**config.mk**
```make
export PLATFORM = sky130hd
export DESIGN_NAME = tunnel_painter_flat
export DESIGN_NICKNAME = d
export VERILOG_FILES = /design/src/rtl/tunnel_painter_if.sv /design/src/rtl/tunnel_painter.sv /design/src/flat_wrapper.sv
export SDC_FILE = /design/constraint.sdc
export NUM_CORES = 1
export LEC_CHECK = 0
export ABC_CLOCK_PERIOD_IN_PS = 12600
export CAP_MARGIN = 20
export CORE_MARGIN = 8
export CORE_UTILIZATION = 31
export DETAILED_ROUTE_END_ITERATION = 8
export GPL_TIMING_DRIVEN = 0
export PLACE_DENSITY_LB_ADDON = 0.1
export SYNTH_ARGS = -nofsm -noshare
export SYNTH_HDL_FRONTEND = slang
export SYNTH_SLANG_ARGS = --single-unit
```
**constraint.sdc**
```tcl
create_clock -name clk -period 12.6 [get_ports clk]
set_input_delay 1.26 -clock clk [delete_from_list [all_inputs] [get_ports clk]]
set_output_delay 1.26 -clock clk [all_outputs]
set_load 0.01 [all_outputs]
```
**src/rtl/tunnel_painter_if.sv**
```systemverilog
// Pixel stream into the tunnel painter and the colour stream coming back out.
// The scan logic holds the master side; the painter holds the slave side.
interface tunnel_painter_if #(
    parameter int COORD_BITS = 6,
    parameter int FRAME_BITS = 7
);
    logic                  in_valid;
    logic [COORD_BITS-1:0] x;
    logic [COORD_BITS-1:0] y;
    logic [FRAME_BITS-1:0] frame;
    logic [1:0]            mode;
    logic                  out_valid;
    logic [2:0]            rgb;

    modport master (output in_valid, x, y, frame, mode, input out_valid, rgb);
    modport slave  (input in_valid, x, y, frame, mode, output out_valid, rgb);
endinterface

```
**src/rtl/tunnel_painter.sv**
```systemverilog
// Pipelined tunnel painter: distance from a centre (Euclidean, diamond or square),
// shifted by a frame-driven phase and mapped to {blue, green, red} via bit masks.
module tunnel_painter #(
    parameter int COORD_BITS  = 6,
    parameter int FRAME_BITS  = 7,
    parameter int CENTER_X    = 32,
    parameter int CENTER_Y    = 32,
    parameter int COLOR_BITS  = 5,
    parameter int SPEED_SHIFT = 2,
    parameter logic [COLOR_BITS-1:0] RED_MASK   = 5'b11111,
    parameter logic [COLOR_BITS-1:0] GREEN_MASK = 5'b00000,
    parameter logic [COLOR_BITS-1:0] BLUE_MASK  = 5'b00011
) (
    input  logic             clk,
    input  logic             resetn,
    tunnel_painter_if.slave  pix
);
    localparam int DW  = COORD_BITS + 1;      // |delta| and root width
    localparam int SW  = COORD_BITS + 2;      // signed difference width
    localparam int SQW = 2 * COORD_BITS + 1;  // one squared delta
    localparam int NW  = 2 * COORD_BITS + 2;  // radicand width
    localparam int RW  = COORD_BITS + 5;      // signed partial remainder
    localparam int NST = COORD_BITS + 1;      // one root bit per stage

    localparam logic [1:0] MODE_IN  = 2'd0;
    localparam logic [1:0] MODE_DIA = 2'd1;
    localparam logic [1:0] MODE_SQ  = 2'd2;
    localparam logic [1:0] MODE_OUT = 2'd3;

    localparam logic [2:0][COLOR_BITS-1:0] MASKS = {BLUE_MASK, GREEN_MASK, RED_MASK};

    // input capture
    logic                  in_valid_reg;
    logic [COORD_BITS-1:0] in_x_reg, in_y_reg;
    logic [FRAME_BITS-1:0] in_frame_reg;
    logic [1:0]            in_mode_reg;

    // stage 1: absolute deltas
    logic signed [SW-1:0]  diff_x, diff_y;
    logic [DW-1:0]         abs_x, abs_y;
    logic                  s1_valid_reg;
    logic [1:0]            s1_mode_reg;
    logic [FRAME_BITS-1:0] s1_frame_reg;
    logic [DW-1:0]         s1_dx_reg, s1_dy_reg;

    // stage 2: squares for the circle, bypass metric for diamond/square
    logic [DW-1:0]         metric_next;
    logic                  s2_valid_reg;
    logic [1:0]            s2_mode_reg;
    logic [FRAME_BITS-1:0] s2_frame_reg;
    logic [SQW-1:0]        s2_a_reg, s2_b_reg;
    logic [DW-1:0]         s2_byp_reg;

    // stage 3: radicand
    logic                  s3_valid_reg;
    logic [1:0]            s3_mode_reg;
    logic [FRAME_BITS-1:0] s3_frame_reg;
    logic [NW-1:0]         s3_n_reg;
    logic [DW-1:0]         s3_byp_reg;

    always_comb begin
        diff_x = SW'(CENTER_X) - $signed({2'b00, in_x_reg});
        diff_y = SW'(CENTER_Y) - $signed({2'b00, in_y_reg});
        abs_x  = diff_x[SW-1] ? DW'(-diff_x) : DW'(diff_x);
        abs_y  = diff_y[SW-1] ? DW'(-diff_y) : DW'(diff_y);
        if (s1_mode_reg == MODE_SQ)
            metric_next = (s1_dx_reg > s1_dy_reg) ? s1_dx_reg : s1_dy_reg;
        else
            metric_next = DW'({1'b0, s1_dx_reg} + {1'b0, s1_dy_reg});
    end

    always_ff @(posedge clk or negedge resetn) begin
        if (!resetn) begin
            in_valid_reg <= 1'b0;
            in_x_reg     <= '0;
            in_y_reg     <= '0;
            in_frame_reg <= '0;
            in_mode_reg  <= '0;
            s1_valid_reg <= 1'b0;
            s1_mode_reg  <= '0;
            s1_frame_reg <= '0;
            s1_dx_reg    <= '0;
            s1_dy_reg    <= '0;
            s2_valid_reg <= 1'b0;
            s2_mode_reg  <= '0;
            s2_frame_reg <= '0;
            s2_a_reg     <= '0;
            s2_b_reg     <= '0;
            s2_byp_reg   <= '0;
            s3_valid_reg <= 1'b0;
            s3_mode_reg  <= '0;
            s3_frame_reg <= '0;
            s3_n_reg     <= '0;
            s3_byp_reg   <= '0;
        end else begin
            in_valid_reg <= pix.in_valid;
            in_x_reg     <= pix.x;
            in_y_reg     <= pix.y;
            in_frame_reg <= pix.frame;
            in_mode_reg  <= pix.mode;

            s1_valid_reg <= in_valid_reg;
            s1_mode_reg  <= in_mode_reg;
            s1_frame_reg <= in_frame_reg;
            s1_dx_reg    <= abs_x;
            s1_dy_reg    <= abs_y;

            s2_valid_reg <= s1_valid_reg;
            s2_mode_reg  <= s1_mode_reg;
            s2_frame_reg <= s1_frame_reg;
            s2_a_reg     <= {{COORD_BITS{1'b0}}, s1_dx_reg} * {{COORD_BITS{1'b0}}, s1_dx_reg};
            s2_b_reg     <= {{COORD_BITS{1'b0}}, s1_dy_reg} * {{COORD_BITS{1'b0}}, s1_dy_reg};
            s2_byp_reg   <= metric_next;

            s3_valid_reg <= s2_valid_reg;
            s3_mode_reg  <= s2_mode_reg;
            s3_frame_reg <= s2_frame_reg;
            s3_n_reg     <= {1'b0, s2_a_reg} + {1'b0, s2_b_reg};
            s3_byp_reg   <= s2_byp_reg;
        end
    end

    // Non-restoring square root: the radicand is shifted left two bits per stage,
    // the remainder stays signed and the next step adds or subtracts on its sign.
    genvar gi;
    for (gi = 0; gi < NST; gi++) begin : g_root
        logic                  v_in;
        logic [1:0]            m_in;
        logic [FRAME_BITS-1:0] f_in;
        logic [NW-1:0]         n_in;
        logic signed [RW-1:0]  rem_in;
        logic [DW-1:0]         root_in;
        logic [DW-1:0]         byp_in;
        logic signed [RW-1:0]  rem_shift, rem_next;
        logic [DW-1:0]         root_next;

        logic                  valid_reg;
        logic [1:0]            mode_reg;
        logic [FRAME_BITS-1:0] frame_reg;
        logic [NW-1:0]         n_reg;
        logic signed [RW-1:0]  rem_reg;
        logic [DW-1:0]         root_reg;
        logic [DW-1:0]         byp_reg;

        if (gi == 0) begin : g_head
            assign v_in    = s3_valid_reg;
            assign m_in    = s3_mode_reg;
            assign f_in    = s3_frame_reg;
            assign n_in    = s3_n_reg;
            assign rem_in  = '0;
            assign root_in = '0;
            assign byp_in  = s3_byp_reg;
        end else begin : g_link
            assign v_in    = g_root[gi-1].valid_reg;
            assign m_in    = g_root[gi-1].mode_reg;
            assign f_in    = g_root[gi-1].frame_reg;
            assign n_in    = g_root[gi-1].n_reg;
            assign rem_in  = g_root[gi-1].rem_reg;
            assign root_in = g_root[gi-1].root_reg;
            assign byp_in  = g_root[gi-1].byp_reg;
        end

        always_comb begin
            rem_shift = (rem_in <<< 2) + $signed(RW'(n_in[NW-1 -: 2]));
            if (!rem_in[RW-1])
                rem_next = rem_shift - $signed(RW'({root_in, 2'b01}));
            else
                rem_next = rem_shift + $signed(RW'({root_in, 2'b11}));
            root_next = {root_in[DW-2:0], ~rem_next[RW-1]};
        end

        always_ff @(posedge clk or negedge resetn) begin
            if (!resetn) begin
                valid_reg <= 1'b0;
                mode_reg  <= '0;
                frame_reg <= '0;
                n_reg     <= '0;
                rem_reg   <= '0;
                root_reg  <= '0;
                byp_reg   <= '0;
            end else begin
                valid_reg <= v_in;
                mode_reg  <= m_in;
                frame_reg <= f_in;
                n_reg     <= n_in << 2;
                rem_reg   <= rem_next;
                root_reg  <= root_next;
                byp_reg   <= byp_in;
            end
        end
    end

    // final stage: phase and colour masks
    logic                  t_valid;
    logic [1:0]            t_mode;
    logic [FRAME_BITS-1:0] t_frame;
    logic [DW-1:0]         r_sel;
    logic [COLOR_BITS-1:0] offset_c, phase;
    logic [2:0]            rgb_next;
    logic                  out_valid_reg;
    logic [2:0]            rgb_reg;
    logic                  unused_tail;

    assign t_valid     = g_root[NST-1].valid_reg;
    assign t_mode      = g_root[NST-1].mode_reg;
    assign t_frame     = g_root[NST-1].frame_reg;
    assign unused_tail = ^{g_root[NST-1].n_reg, g_root[NST-1].rem_reg};

    always_comb begin
        r_sel    = (t_mode == MODE_DIA || t_mode == MODE_SQ) ? g_root[NST-1].byp_reg
                                                             : g_root[NST-1].root_reg;
        offset_c = COLOR_BITS'(t_frame >> SPEED_SHIFT);
        if (t_mode == MODE_OUT)
            phase = COLOR_BITS'(r_sel) + offset_c;
        else
            phase = COLOR_BITS'(r_sel) - offset_c;
    end

    for (gi = 0; gi < 3; gi++) begin : g_chan
        assign rgb_next[gi] = (MASKS[gi] != '0) && ((phase & MASKS[gi]) == MASKS[gi]);
    end

    always_ff @(posedge clk or negedge resetn) begin
        if (!resetn) begin
            out_valid_reg <= 1'b0;
            rgb_reg       <= '0;
        end else begin
            out_valid_reg <= t_valid;
            if (t_valid)
                rgb_reg <= rgb_next;
        end
    end

    assign pix.out_valid = out_valid_reg;
    assign pix.rgb       = rgb_reg;

    // MODE_IN is the default circle case; named for readability of the encoding
    logic unused_mode;
    assign unused_mode = (MODE_IN == 2'd0);
endmodule

```
**src/flat_wrapper.sv**
```systemverilog
// flat-port wrapper written by rule: the top's interface ports become plain ports
module tunnel_painter_flat 
#(
    parameter int COORD_BITS  = 6,
    parameter int FRAME_BITS  = 7,
    parameter int CENTER_X    = 32,
    parameter int CENTER_Y    = 32,
    parameter int COLOR_BITS  = 5,
    parameter int SPEED_SHIFT = 2,
    parameter logic [COLOR_BITS-1:0] RED_MASK   = 5'b11111,
    parameter logic [COLOR_BITS-1:0] GREEN_MASK = 5'b00000,
    parameter logic [COLOR_BITS-1:0] BLUE_MASK  = 5'b00011
)
  (clk, resetn, pix_in_valid, pix_x, pix_y, pix_frame, pix_mode, pix_out_valid, pix_rgb);
  tunnel_painter_if #(.COORD_BITS(COORD_BITS), .FRAME_BITS(FRAME_BITS)) pix_i ();
  input  logic clk;
  input  logic resetn;
  input wire logic [$bits(pix_i.in_valid)-1:0] pix_in_valid;
  input wire logic [$bits(pix_i.x)-1:0] pix_x;
  input wire logic [$bits(pix_i.y)-1:0] pix_y;
  input wire logic [$bits(pix_i.frame)-1:0] pix_frame;
  input wire logic [$bits(pix_i.mode)-1:0] pix_mode;
  output wire logic [$bits(pix_i.out_valid)-1:0] pix_out_valid;
  output wire logic [$bits(pix_i.rgb)-1:0] pix_rgb;
  assign pix_i.in_valid = pix_in_valid;
  assign pix_i.x = pix_x;
  assign pix_i.y = pix_y;
  assign pix_i.frame = pix_frame;
  assign pix_i.mode = pix_mode;
  assign pix_out_valid = pix_i.out_valid;
  assign pix_rgb = pix_i.rgb;
  tunnel_painter #(.COORD_BITS(COORD_BITS), .FRAME_BITS(FRAME_BITS), .CENTER_X(CENTER_X), .CENTER_Y(CENTER_Y), .COLOR_BITS(COLOR_BITS), .SPEED_SHIFT(SPEED_SHIFT), .RED_MASK(RED_MASK), .GREEN_MASK(GREEN_MASK), .BLUE_MASK(BLUE_MASK)) u_core (.clk(clk), .resetn(resetn), .pix(pix_i));
endmodule
```
==> summary.txt <==
STA
  • Setup Viol. Count Final: 0
  • Min Tclk post-route: 4.74 ns
  • Fin crit share: a little under two fifths
  • RSZ-0062 raised after global routing: no
  • Worst slew pin tran: 0.601 ns
  • Setup TNS: 0 ns
  • Slew Limit Fails: 0
  • Rel. slew slack: roughly three fifths
  • FMAX: approximately 0.21 GHz
  • Max Clock Skew: 0.00662 ns
  • Final Hold Viols: 0

Clock network
  • Clock Tree Root: clkbuf_16
  • CTS max path bufs: 3
  • Clock Latency Late Sink: approximately 0.52 ns
  • TritonCTS clock tree: yes
  • CTS H-tree depth: 2
  • Cts bufs inserted: 35
  • Post-CTS Repair Setup Buffers: 0
  • Clock slew at reported path FFs: ~0.06 ns
  • Clk sinks: 318
  • Post-CTS Resized: 0
  • CTS Hold Buffers Added: 0

Layout
  • Antenna diodes: 0
  • Nets: 1272
  • Area Growth Syn to Fin: 16.2%
  • Fill count: 4218
  • Max FFs per register: 50
  • Most common cell after layout, fill and taps aside: dfrtp_1
  • Final instance area: ~16000 sq um
  • Most frequent cells in the layout: 318 x dfrtp_1, 125 x ha_1, 98 x inv_1
  • Fraction of layout cells with a size suffix above 1: 7.77%

Status
  • Outcome: finished clean

Power
  • Combinational Power Share: 40.0%
  • Pint: around 2.7 mW
  • Switching share of total power: about a third
  • Leakage: 7.34 nW
  • Clock share of power: between 20% and 30%
  • Worst-case vdd ir drop: 0.000111 V
  • Switch Pwr: 1.38 mW
  • Share of power burned in registers: between 30% and 40%
  • PD cells: about 260 nW/um^2

GRT
  • Initial antenna violation count: 0
  • Global Route Usage Sum: 9.04%
  • Vias in the first global route: 7507
  • First-pass GRT wire length: 37500 microns
  • Gr ovfl total: 0
  • Largest net degree at the start of global routing: 126

Floorplanning
  • Die height: 225 microns
  • Die area: 50700 sq um
  • Initial Utilization: 31.4%
  • Ports: 28
  • Core Region: 43200 sq um
  • DIE WIDTH: 225 microns
  • Floorplan row count: between 70 and 80

Worst setup path
  • Startpoint types: register
  • WP data required: ~13 ns
  • Worst path max stage delay: 0.57 ns
  • Critical path buffers and inverters: 4
  • Crit-path cells: clkbuf_1 -> inv_1 -> nor2_1 -> fa_1 -> fa_1 -> inv_1 -> fa_1 -> inv_1 -> ha_1 -> ha_1 -> or3_1 -> o22a_1 -> o211a_1 -> o21ai_1 -> a21oi_1 -> a31oi_1
  • Crit Path Class: reg -> reg
  • Crit path DAT: 5.18 ns
  • Critical path's top delay family: adder cells
  • Slowest CP cell: fa_1
  • Critical Path Fanout Max: 9
  • CP endpoint kind: register

Logic synthesis
  • EDFF count, synth: 0
  • Mapped cell area: 13600 sq um
  • Synthesized area per cell: 13.2 sq um
  • Area contributors post-synth: dfrtp_1 59%, ha_1 12%, xnor2_1 5.2%
  • Leading register cell type out of synthesis: dfrtp_1
  • Post-synth top area share: roughly 60%
  • Yosys cell types: 52
  • Cells after Synth: between 1000 and 1500
  • Synth warn: 0
  • Area leader, netlist: dfrtp_1
  • Post-synthesis register bit count: between 300 and 400
  • Sequential share of the synthesized area: about three fifths
  • Async set or reset register ratio after synthesis: 100%

Placed design
  • Count of port buffers added during placement: 24
  • Post-DP HPWL: about 15000 microns
  • DP Area: 14600 sq um
  • GPL Wtd Cong: around 0.74

Drt
  • Routed Wire Length: 21600 microns
  • Via density: 4.09
  • DRC viols: 0
  • WL/cell: 12.7 microns
  • Iteration-0 DRC Markers: 300
  • Pre-antenna DRT Iters: 4
  • Antenna-violating nets left: 0
  • Vias: 6966

Job
  • Max-cap violations: 0

Hold path
  • Hold crit path type: reg -> reg
==> through the flow <==
stage	worst slack, ns	util (%)	hold slack, ns	total power, mW	std cells
6_report	7.86	36.5	0.340	4.10	1704
2_1_floorplan	8.36	-	0.331	2.79	1031
3_5_place_dp	7.80	33.8	0.335	3.16	1642
5_1_grt	7.49	36.5	0.340	4.47	1704
4_1_cts	7.79	36.5	0.331	4.20	1704
3_3_place_gp	-3.65	33.7	0.332	3.16	1640
==> final cells by class <==
cell class,count,area [sq um],share of cell area [%]
repair buffers,26,300,1.90
flip-flops and latches,318,7960,50.5
multi-input cells,600,5190,32.9
inverters,98,368,2.33
clock buffers,46,977,6.20
plain buffers,15,61.3,0.389
well taps,585,732,4.64
clock inverters,16,181,1.15
==> worst paths after layout <==
path / from / slack (ns) / cells after the start / endpoint
min in group asynchronous: resetn / 0.70 / 1 / u_core.g_root[5].rem_reg[0]
setup reg to reg: u_core.s1_dy_reg[1] / 7.86 / 16 / u_core.s2_b_reg[12]
max in group asynchronous: resetn / 10.88 / 2 / u_core.s1_dx_reg[5]
hold reg to reg: u_core.g_root[0].n_reg[9] / 0.34 / 0 / u_core.g_root[1].n_reg[11]
setup / recovery: u_core.s1_dy_reg[1] / 7.86 / 16 / u_core.s2_b_reg[12]
hold / removal: u_core.g_root[0].n_reg[9] / 0.34 / 0 / u_core.g_root[1].n_reg[11]
==> cells by family (layout without fill, tap and decap cells) <==
| kind of cell | count (synthesis) | after routing | share of synthesized area (%) |
|---|---|---|---|
| and+or+nand+nor | 161 | 161 | 5.80 |
| xor gates and xnor gates | 109 | 109 | 7.04 |
| AOI/OAI and AO/OA | 158 | 158 | 8.36 |
| buffers and inverters | 113 | 201 | 3.16 |
| adders and majority gates | 154 | 154 | 15.8 |
| DFF | 318 | 318 | 58.7 |
| muxes | 15 | 15 | 1.14 |
| other | 1 | 3 | 0.0276 |
==> worst register-to-register path: stages (launching register included) <==
cell      delay [ns]
dfrtp_1         0.39
clkbuf_1        0.40
inv_1           0.31
nor2_1          0.25
fa_1            0.48
fa_1            0.57
inv_1           0.06
fa_1            0.53
inv_1           0.05
ha_1            0.29
ha_1            0.23
or3_1           0.38
o22a_1          0.20
o211a_1         0.13
o21ai_1         0.16
a21oi_1         0.09
a31oi_1         0.15
==> metal layers <==
layer  GRT usage, %  part of all wire [%]
met1           11.0                    45
met2           15.7                    49
met3           1.93                   3.4
met4           3.21                   2.6
met5              0                     0
==> cells in the mapped netlist (all sizes together), types with 2 or more instances <==
master and instances:
a21oi 44, fa 29, o41ai 2, a31oi 7
mux2i 11, o31ai 3, o21ai 32, nand4 3
dfrtp 318, and2 17, o211ai 2, nor2b 12
nand2b 11, inv 98, ha 125, xnor2 81
a21boi 2, buf 3, nor3 12, a31o 4
clkbuf 12, o31a 3, or3 8, a21o 15
nand3 5, nor2 57, o22ai 2, o32ai 3
mux2 4, xor2 28, and3 7, o21a 22
a211oi 3, o21bai 9, nand2 25
==> power groups by stage <==
stage                     logic [mW]  clock network, mW  registers [mW]
final                           1.64               1.00            1.46
after CTS                       1.69               1.05            1.47
after global routing            1.88               1.09            1.49
after global placement          1.67                  0            1.49
after floorplan                 1.35                  0            1.44
after detailed placement        1.67                  0            1.48
No activity file was read; power rests on OpenSTA's default activity.
==> patch, RTL diff (same settings) <==
Reset style: synchronous (`resetn`), changed in 3 clocked blocks.
--- a/src/rtl/tunnel_painter.sv
+++ b/src/rtl/tunnel_painter.sv
@@ -69,7 +69,7 @@
             metric_next = DW'({1'b0, s1_dx_reg} + {1'b0, s1_dy_reg});
     end
 
-    always_ff @(posedge clk or negedge resetn) begin
+    always_ff @(posedge clk) begin
         if (!resetn) begin
             in_valid_reg <= 1'b0;
             in_x_reg     <= '0;
@@ -169,7 +169,7 @@
             root_next = {root_in[DW-2:0], ~rem_next[RW-1]};
         end
 
-        always_ff @(posedge clk or negedge resetn) begin
+        always_ff @(posedge clk) begin
             if (!resetn) begin
                 valid_reg <= 1'b0;
                 mode_reg  <= '0;
@@ -220,7 +220,7 @@
         assign rgb_next[gi] = (MASKS[gi] != '0) && ((phase & MASKS[gi]) == MASKS[gi]);
     end
 
-    always_ff @(posedge clk or negedge resetn) begin
+    always_ff @(posedge clk) begin
         if (!resetn) begin
             out_valid_reg <= 1'b0;
             rgb_reg       <= '0;
Function: no difference found for any inputs over 10 cycles, from zero or initial values and one cycle with resetn low; that may be too few to reach the edited logic, so the function may still have changed.
==> patch against the original RTL <==
  * Routed wire length rose by 39%
  * Final area rose by 2.0%
  * Setup slack got worse by 80 ps
  * Synthesized area rose by 2.7%
  * Global-route usage rose by 2.5 points
  * Non-clock buffer count rose by 32
  * Sequential cell count did not move
  * Critical path depth did not move
  * Synthesized cell count rose by 36%
Power is not compared: it rests on default switching activity, and its combinational part moved more than twofold at a synthesized area within 25%.
==> patch: results (changes against the original RTL) <==
RR Endpoint=u_core.s2_a_reg[12]$_SDFF_PN0_ (was u_core.s2_b_reg[12]$_DFF_PN0_); vias in the first global route=8,953 (was 7,507); post-DP HPWL=22.2 mm (was 15.3 mm); complex-gate fraction of the synthesized area=0.0917 (was 0.0836); area post-placement=0.0149 mm^2 (was 0.0146 mm^2); top cells by area, synth=dfxtp_1 (46%), ha_1 (11%), and2_1 (10%), fa_1 (4.2%), xnor2_1 (3.4%) (was dfrtp_1 (59%), ha_1 (12%), xnor2_1 (5.2%), fa_1 (4.3%), inv_1 (2.7%)); DRT Pass-1 Iters=5 (was 4); largest net degree at the start of global routing=13 (was 126); initial antenna violation count=3 (was 0); met3 WL=1.12 mm (was 737 um); placed cell count=2,016 (was 1,642); count leader, synth=dfxtp_1 (was dfrtp_1); fraction of layout cells with a size suffix above 1=0.0566 (was 0.0777); GR Util met3=0.0236 (was 0.0193); H-tree depth=2 (unchanged); post-route setup slack=7780 ps (was 7860 ps); met2 Usage GRT=0.194 (was 0.157); clk_skew=22.0 ps (was 6.62 ps); met1 GRT Util=0.149 (was 0.110); top cells by count, synth=dfxtp_1 (318), and2_1 (223), ha_1 (126), nor2_1 (92), inv_1 (91) (was dfrtp_1 (318), ha_1 (125), inv_1 (98), xnor2_1 (81), nor2_1 (57)); initial detailed-routing violation count=361 (was 300); mux cell area share after synthesis=0.0133 (was 0.0114); final net count=1,641 (was 1,272); DRT met1 WL=14.3 mm (was 9.61 mm); Psw=0.846 mW; Critical R2R Launch=u_core.s1_dx_reg[1]$_SDFF_PN0_ (was u_core.s1_dy_reg[1]$_DFF_PN0_); Yosys cell types=54 (was 52); GRT Util Overall=0.116 (was 0.0904); Met2 Wirelength=13.9 mm (was 10.7 mm); status=completed (unchanged); # fillers=4,528 (was 4,218); Worst slew margin=0.342 (was 0.599); worst skew pair latency=540 ps (was 520 ps); Post-Synth XOR/XNOR Area=0.0478 (was 0.0704); worst hold path cell count=1 (was 0); worst path arrival time=5200 ps (was 5180 ps); adder-cell share of the synthesized area=0.155 (was 0.158); Avg Cell Area, Syn=9.96 um^2 (was 13.2 um^2); fin cells=2,077 (was 1,704); drt total wl=29.9 mm (was 21.6 mm); I/O Buffers=23 (was 24); Hold EP=u_core.g_root[0].rem_reg[0]$_SDFF_PN0_ (was u_core.g_root[1].n_reg[11]$_DFF_PN0_); max FFs per register=50 (unchanged); Hold Path Origin=u_core.g_root[0].n_in[12]$_SDFF_PN0_ (was u_core.g_root[0].n_reg[9]$_DFF_PN0_); first-pass GRT wire length=48.5 mm (was 37.5 mm); hold slack=399 ps (was 340 ps); worst reg-to-reg setup slack=7780 ps (was 7860 ps)
[patch: changes by cell type after synthesis, sizes merged, moves of 28 or more]
cell	change
dfxtp	+318
dfrtp	-318
nor3	+36
nand2	+28
clkbuf	+33
and2	+206
nor2	+35
[patch: cell type report]
class | instances | area, um^2 | area share
well taps | 592 | 741 | 0.0461
inverters | 91 | 342 | 0.0212
flip-flops and latches | 318 | 6370 | 0.396
diodes | 1 | 2.50 | 0.000156
multi-input cells | 942 | 7040 | 0.438
clock inverters | 12 | 150 | 0.00933
plain buffers | 50 | 196 | 0.0122
clock buffers | 48 | 1020 | 0.0632
repair buffers | 23 | 230 | 0.0143
[patch: power by group through the flow]
stage | combinational (mW) | sequential [mW] | clock (mW)
floorplan | 0.585 | 1.15 | 0
global placement | 0.727 | 1.16 | 0
detailed placement | 0.730 | 1.16 | 0
CTS | 0.736 | 1.14 | 1.06
global route | 0.832 | 1.15 | 1.10
finish | 0.728 | 1.14 | 1.02
